==> src/rtl/riscv_fetch.sv <==
// riscv_fetch -- instruction fetch unit with a small prefetch buffer.
//
// Issues one word fetch per cycle to instruction memory while there is room
// for the answer, captures the response that arrives one cycle later, and
// hands {inst, pc} to decode through a valid/ready handshake. A redirect
// (branch/jump/trap) flushes everything already fetched and restarts the
// stream at the new target.
//
// Ports
//   clk_i          system clock, rising edge
//   reset_i        synchronous active-high reset
//   iaddr_o        word-aligned fetch address
//   ird_o          fetch strobe, one fetch per cycle while high
//   irdata_i       fetched word, valid the cycle after ird_o
//   redirect_i     restart the stream
//   redirect_pc_i  restart target (low two bits ignored)
//   inst_valid_o   instruction available at the buffer head
//   inst_o         instruction word at the buffer head
//   inst_pc_o      address of inst_o
//   inst_ready_i   decode accepts the head this cycle
module riscv_fetch #(
  parameter logic [31:0] RESET_PC = 32'h0000_0000,
  parameter int          DEPTH    = 2
) (
  input  logic        clk_i,
  input  logic        reset_i,
  output logic [31:0] iaddr_o,
  output logic        ird_o,
  input  logic [31:0] irdata_i,
  input  logic        redirect_i,
  input  logic [31:0] redirect_pc_i,
  output logic        inst_valid_o,
  output logic [31:0] inst_o,
  output logic [31:0] inst_pc_o,
  input  logic        inst_ready_i
);

  localparam int PW = (DEPTH > 1) ? $clog2(DEPTH) : 1;
  localparam int CW = $clog2(DEPTH + 1);

  typedef struct packed {
    logic [31:0] inst;
    logic [31:0] pc;
  } fetch_entry_t;

  logic [31:0]  pc_r;
  logic         inflight_r;
  logic [31:0]  inflight_pc_r;
  fetch_entry_t fifo_q [DEPTH];
  logic [PW-1:0] rd_ptr_r, wr_ptr_r;
  logic [CW-1:0] cnt_r;

  logic         pop, push;
  logic [CW:0]  occupancy;
  fetch_entry_t head;

  assign head = fifo_q[rd_ptr_r];

  assign inst_valid_o = ~reset_i & (cnt_r != '0);
  assign inst_o       = reset_i ? '0 : head.inst;
  assign inst_pc_o    = reset_i ? '0 : head.pc;
  assign iaddr_o      = reset_i ? (RESET_PC & 32'hFFFF_FFFC) : (pc_r & 32'hFFFF_FFFC);

  assign pop  = inst_valid_o & inst_ready_i;
  // A response landing in a redirect cycle belongs to the abandoned stream.
  assign push = inflight_r & ~redirect_i & ~reset_i;

  // Entries that will be held once the in-flight word lands, counting the
  // slot freed by this cycle's pop; a new fetch is only issued if its answer
  // is guaranteed a slot.
  assign occupancy = {1'b0, cnt_r} + (CW+1)'(inflight_r) - (CW+1)'(pop);
  assign ird_o     = ~reset_i & ~redirect_i & (occupancy < (CW+1)'(DEPTH));

  always_ff @(posedge clk_i) begin
    if (reset_i) begin
      pc_r          <= RESET_PC & 32'hFFFF_FFFC;
      inflight_r    <= 1'b0;
      inflight_pc_r <= '0;
      rd_ptr_r      <= '0;
      wr_ptr_r      <= '0;
      cnt_r         <= '0;
    end else if (redirect_i) begin
      pc_r       <= redirect_pc_i & 32'hFFFF_FFFC;
      inflight_r <= 1'b0;
      rd_ptr_r   <= '0;
      wr_ptr_r   <= '0;
      cnt_r      <= '0;
    end else begin
      if (ird_o) begin
        pc_r          <= pc_r + 32'd4;
        inflight_r    <= 1'b1;
        inflight_pc_r <= pc_r;
      end else begin
        inflight_r <= 1'b0;
      end
      if (push) wr_ptr_r <= wr_ptr_r + PW'(1);
      if (pop)  rd_ptr_r <= rd_ptr_r + PW'(1);
      cnt_r <= cnt_r + CW'(push) - CW'(pop);
    end
  end

  // Buffer payload needs no reset: outputs are masked during reset and
  // inst_valid_o qualifies the head otherwise.
  always_ff @(posedge clk_i) begin
    if (push) fifo_q[wr_ptr_r] <= '{inst: irdata_i, pc: inflight_pc_r};
  end

endmodule
==> config.mk <==
export PLATFORM = sky130hd
export DESIGN_NAME = riscv_fetch
export DESIGN_NICKNAME = d
export VERILOG_FILES = /design/src/rtl/riscv_fetch.sv
export SDC_FILE = /design/constraint.sdc
export NUM_CORES = 1
export LEC_CHECK = 0
export CAP_MARGIN = 20
export CORE_MARGIN = 1
export CORE_UTILIZATION = 59
export DETAILED_ROUTE_END_ITERATION = 12
export DONT_BUFFER_PORTS = 1
export MAX_ROUTING_LAYER = met4
export PLACE_DENSITY = 0.75
export SLEW_MARGIN = 20
export SYNTH_ARGS = -nofsm -noshare
export SYNTH_HDL_FRONTEND = slang
export SYNTH_SLANG_ARGS = --single-unit
==> constraint.sdc <==
create_clock -name clk_i -period 11.65 [get_ports clk_i]
set_input_delay 1.165 -clock clk_i [delete_from_list [all_inputs] [get_ports clk_i]]
set_output_delay 1.165 -clock clk_i [all_outputs]
set_load 0.02 [all_outputs]
==> results.tsv <==
stage	metric	value	unit
detailed_routing	Avg WL per Cell	17.6	µm
floorplanning	die area	14000	µm²
sta	RSZ-0062 raised after global routing	no	
hold_path	type of the most critical hold path	reg2reg	
floorplanning	starting density of the core	0.604	
detailed_routing	DR iter-0 viols	351	
worst_setup_path	CP endpoint	ird_o	
floorplanning	die span in y	118	µm
worst_setup_path	crit path from	reset_i	
clocking	CTS tree	done	
power_and_ir_drop	Lkg Pwr	2.68	nW
sta	min cycle time layout	4850	ps
synthesis	Yosys reg bits	190	
placed_design	Post-DP HPWL	9.35	mm
worst_setup_path	reg2reg end	pc_r[16]	
synthesis	Synth warnings	0	
grt	Overflow after GRT	0	
synthesis	Main synth FF type	edfxtp_1	
worst_setup_path	critical path fanouts, max	155	
power_and_ir_drop	Switching Share	0.216	
detailed_routing	vias	4937	
finish	commonest non-fill, non-tap cells in the layout	124 x edfxtp_1, 89 x nand2_1, 82 x nor2_1, 65 x dfxtp_1, 62 x mux2i_1	
clocking	number of setup buffers added after CTS	0	
power_and_ir_drop	Pwr Total	1.35	mW
worst_setup_path	CP Data Arrival Time	3680	ps
detailed_routing	DRC	0	
finish	share of layout cells above drive strength 1	0.0757	
clocking	Root Buffer	clkbuf_16	
detailed_routing	Routed Antenna Nets	0	
sta	Peak Freq	206	MHz
grt	largest net degree at the start of global routing	156	
power_and_ir_drop	Psw	0.292	mW
run	Max Cap Viol	0	
synthesis	Gate Count Post-Synth	683	
synthesis	Synth Cell Area	7970	µm²
worst_setup_path	Worst Path Required	10490	ps
placed_design	GP Congestion	0.835	
clocking	clk_lat worst skew	420	ps
sta	Final Cycle Share	0.416	
power_and_ir_drop	sequential share of power	0.552	
clocking	Longest Clk Path Bufs	2	
power_and_ir_drop	power share of the clock group	0.401	
floorplanning	Core ar.	13200	µm²
run_status	outcome	finished, final reports clean	
worst_setup_path	Critical R2R Launch	cnt_r[1]	
worst_setup_path	reg2reg setup slack	7720	ps
power_and_ir_drop	pwr dens	157	nW/µm²
grt	first-pass GRT wire length	24.2	mm
grt	initial antenna violation count	0	
sta	Max Clock Skew	7.75	ps
floorplanning	Die X	118	µm
finish	Area Overhead vs Synth	7.87	%
worst_setup_path	Critical Path Source Type	input pin	
power_and_ir_drop	internal power	1.06	mW
placed_design	PortBufs	0	
sta	worst slew pin tran	1070	ps
clocking	clock sink total	190	
detailed_routing	via/cell ratio	5.81	
worst_setup_path	Setup CP Type	in2out	
floorplanning	row count	42	
power_and_ir_drop	VDD IR-drop max	0.0922	mV
clocking	Hold-fix buffers, CTS	0	
synthesis	sequential area share after synthesis	0.633	
clocking	CTS clock-pin slew for the worst setup and hold paths	60	ps
grt	M2 GR Usage	0.364	
sta	Final setup viols	0	
detailed_routing	drt first pass iters	4	
sta	Final TNS setup	0	ps
synthesis	Netlist cell types	48	
sta	Final Hold Violating Endpoints	0	
sta	Final Slew Violations	0	
worst_setup_path	Worst setup EP type	output pin	
worst_setup_path	Register-to-Register Path Depth	12	
finish	Antenna Cells	0	
power_and_ir_drop	power share of the combinational group	0.047	
grt	M1 GR Usage	0.291	
detailed_routing	Routed Wire Length	14.9	mm
clocking	CTS resizes	0	
grt	GRT busiest layer	met2	
synthesis	Post-synth ARST share	0	
clocking	Num CTS Buffers	17	
finish	leading cell type in the layout, fill and taps excluded	edfxtp_1	
grt	vias in the first global route	4750	
finish	Final Core Density	0.651	
synthesis	Mapped Avg Cell Area	11.7	µm²
synthesis	Post-synth EDFFs	124	
finish	fin nets	734	
grt	met3 global-route usage	0.0623	
floorplanning	IO Pins	166	
sta	Slew HR	0.287	
grt	Total Routing Usage GR	0.233	
clocking	htree depth	4	
cell families after synthesis:
kind of cell,share of synthesized area
fa+ha+maj,0.00880
other cells,0.000471
simple gates,0.161
buf+inv,0.0289
mux,0.0807
flops,0.633
xor+xnor,0.0273
compound gates,0.0597
power groups by stage:
stage	logic (mW)	registers (mW)	clock network (mW)
after floorplan	0.0646	0.756	0
after global placement	0.0622	0.761	0
after detailed placement	0.0633	0.762	0
after CTS	0.0637	0.747	0.552
after global routing	0.0693	0.750	0.581
final	0.0630	0.747	0.543
sequential cells by signal, summed over array words and instances (netlist names), named ones only:
register / count
rd_ptr_r: 1
cnt_r: 2
inflight_pc_r: 30
wr_ptr_r: 1
inflight_r: 1
pc_r: 30
fifo_q: 124
synth_stat cells (3+ instances only):
cell type  number  share of area
nand3_2         3         0.0038
nand4_1         7         0.0055
xor2_1          6         0.0066
edfxtp_1      124           0.47
o22ai_1         8         0.0063
nand2_1        89          0.042
and3_1          4         0.0031
clkbuf_1       33          0.016
nor4_1          6         0.0047
nor2_1         83          0.039
buf_4           4         0.0038
ha_1            4         0.0063
nor4_2          5         0.0079
inv_1           6         0.0028
and2_1         12         0.0094
buf_1           8         0.0038
a211oi_1        5         0.0047
xnor2_1        17          0.019
and4_1          3         0.0033
nor2b_1        27          0.021
a21oi_1        44          0.028
mux2i_1        62          0.078
a31oi_1        10         0.0079
or3_1           3         0.0024
dfxtp_1        66           0.17
nand3_1        13         0.0082
nor3_1          5         0.0031
cell type report:
type,instances,area (µm²)
timing repair buffer,3,22.5
clock buffer,18,429
inverter,8,30.0
fill,1049,4600
clock inverter,14,126
tap,176,220
sequential,190,5050
multi-input combinational,441,2720
worst max-delay path, cell delays in order:
cell	delay, ps
nor2_1	340
and2_1	290
ha_1	260
nand2b_1	160
fa_1	410
xnor2_2	350
nand3_2	140
inv_2	540
metal layers:
layer | up-vias | part of all wire | wire [µm]
met5 | - | 0 | 0
met4 | 0 | 0.017 | 261
met3 | 25 | 0.069 | 1030
met2 | 170 | 0.48 | 7210
met1 | 2378 | 0.43 | 6450
li1 | 2364 | - | -
worst min path at each step:
stage | start | to | slack [ps] | cells after the start
after floorplan | inflight_pc_r[10] | fifo_q[0][10] | 430 | 0
after global placement | inflight_pc_r[23] | fifo_q[0][23] | 430 | 0
after detailed placement | inflight_pc_r[30] | fifo_q[1][30] | 440 | 0
after CTS | inflight_pc_r[30] | fifo_q[1][30] | 450 | 0
after global routing | inflight_pc_r[30] | fifo_q[1][30] | 460 | 0
final | inflight_pc_r[30] | fifo_q[1][30] | 450 | 0
metrics by stage:
| stage | hold WS, ps | setup WS, ps | std cells | cell area, µm² |
|---|---|---|---|---|
| 2_1_floorplan | 425 | 6690 | 686 | 7980 |
| 3_3_place_gp | 432 | 6870 | 818 | 8040 |
| 3_5_place_dp | 439 | 6820 | 818 | 8040 |
| 4_1_cts | 455 | 6810 | 850 | 8590 |
| 5_1_grt | 459 | 6620 | 850 | 8590 |
| 6_report | 453 | 6800 | 850 | 8590 |
(Power assumes the default switching activity.)
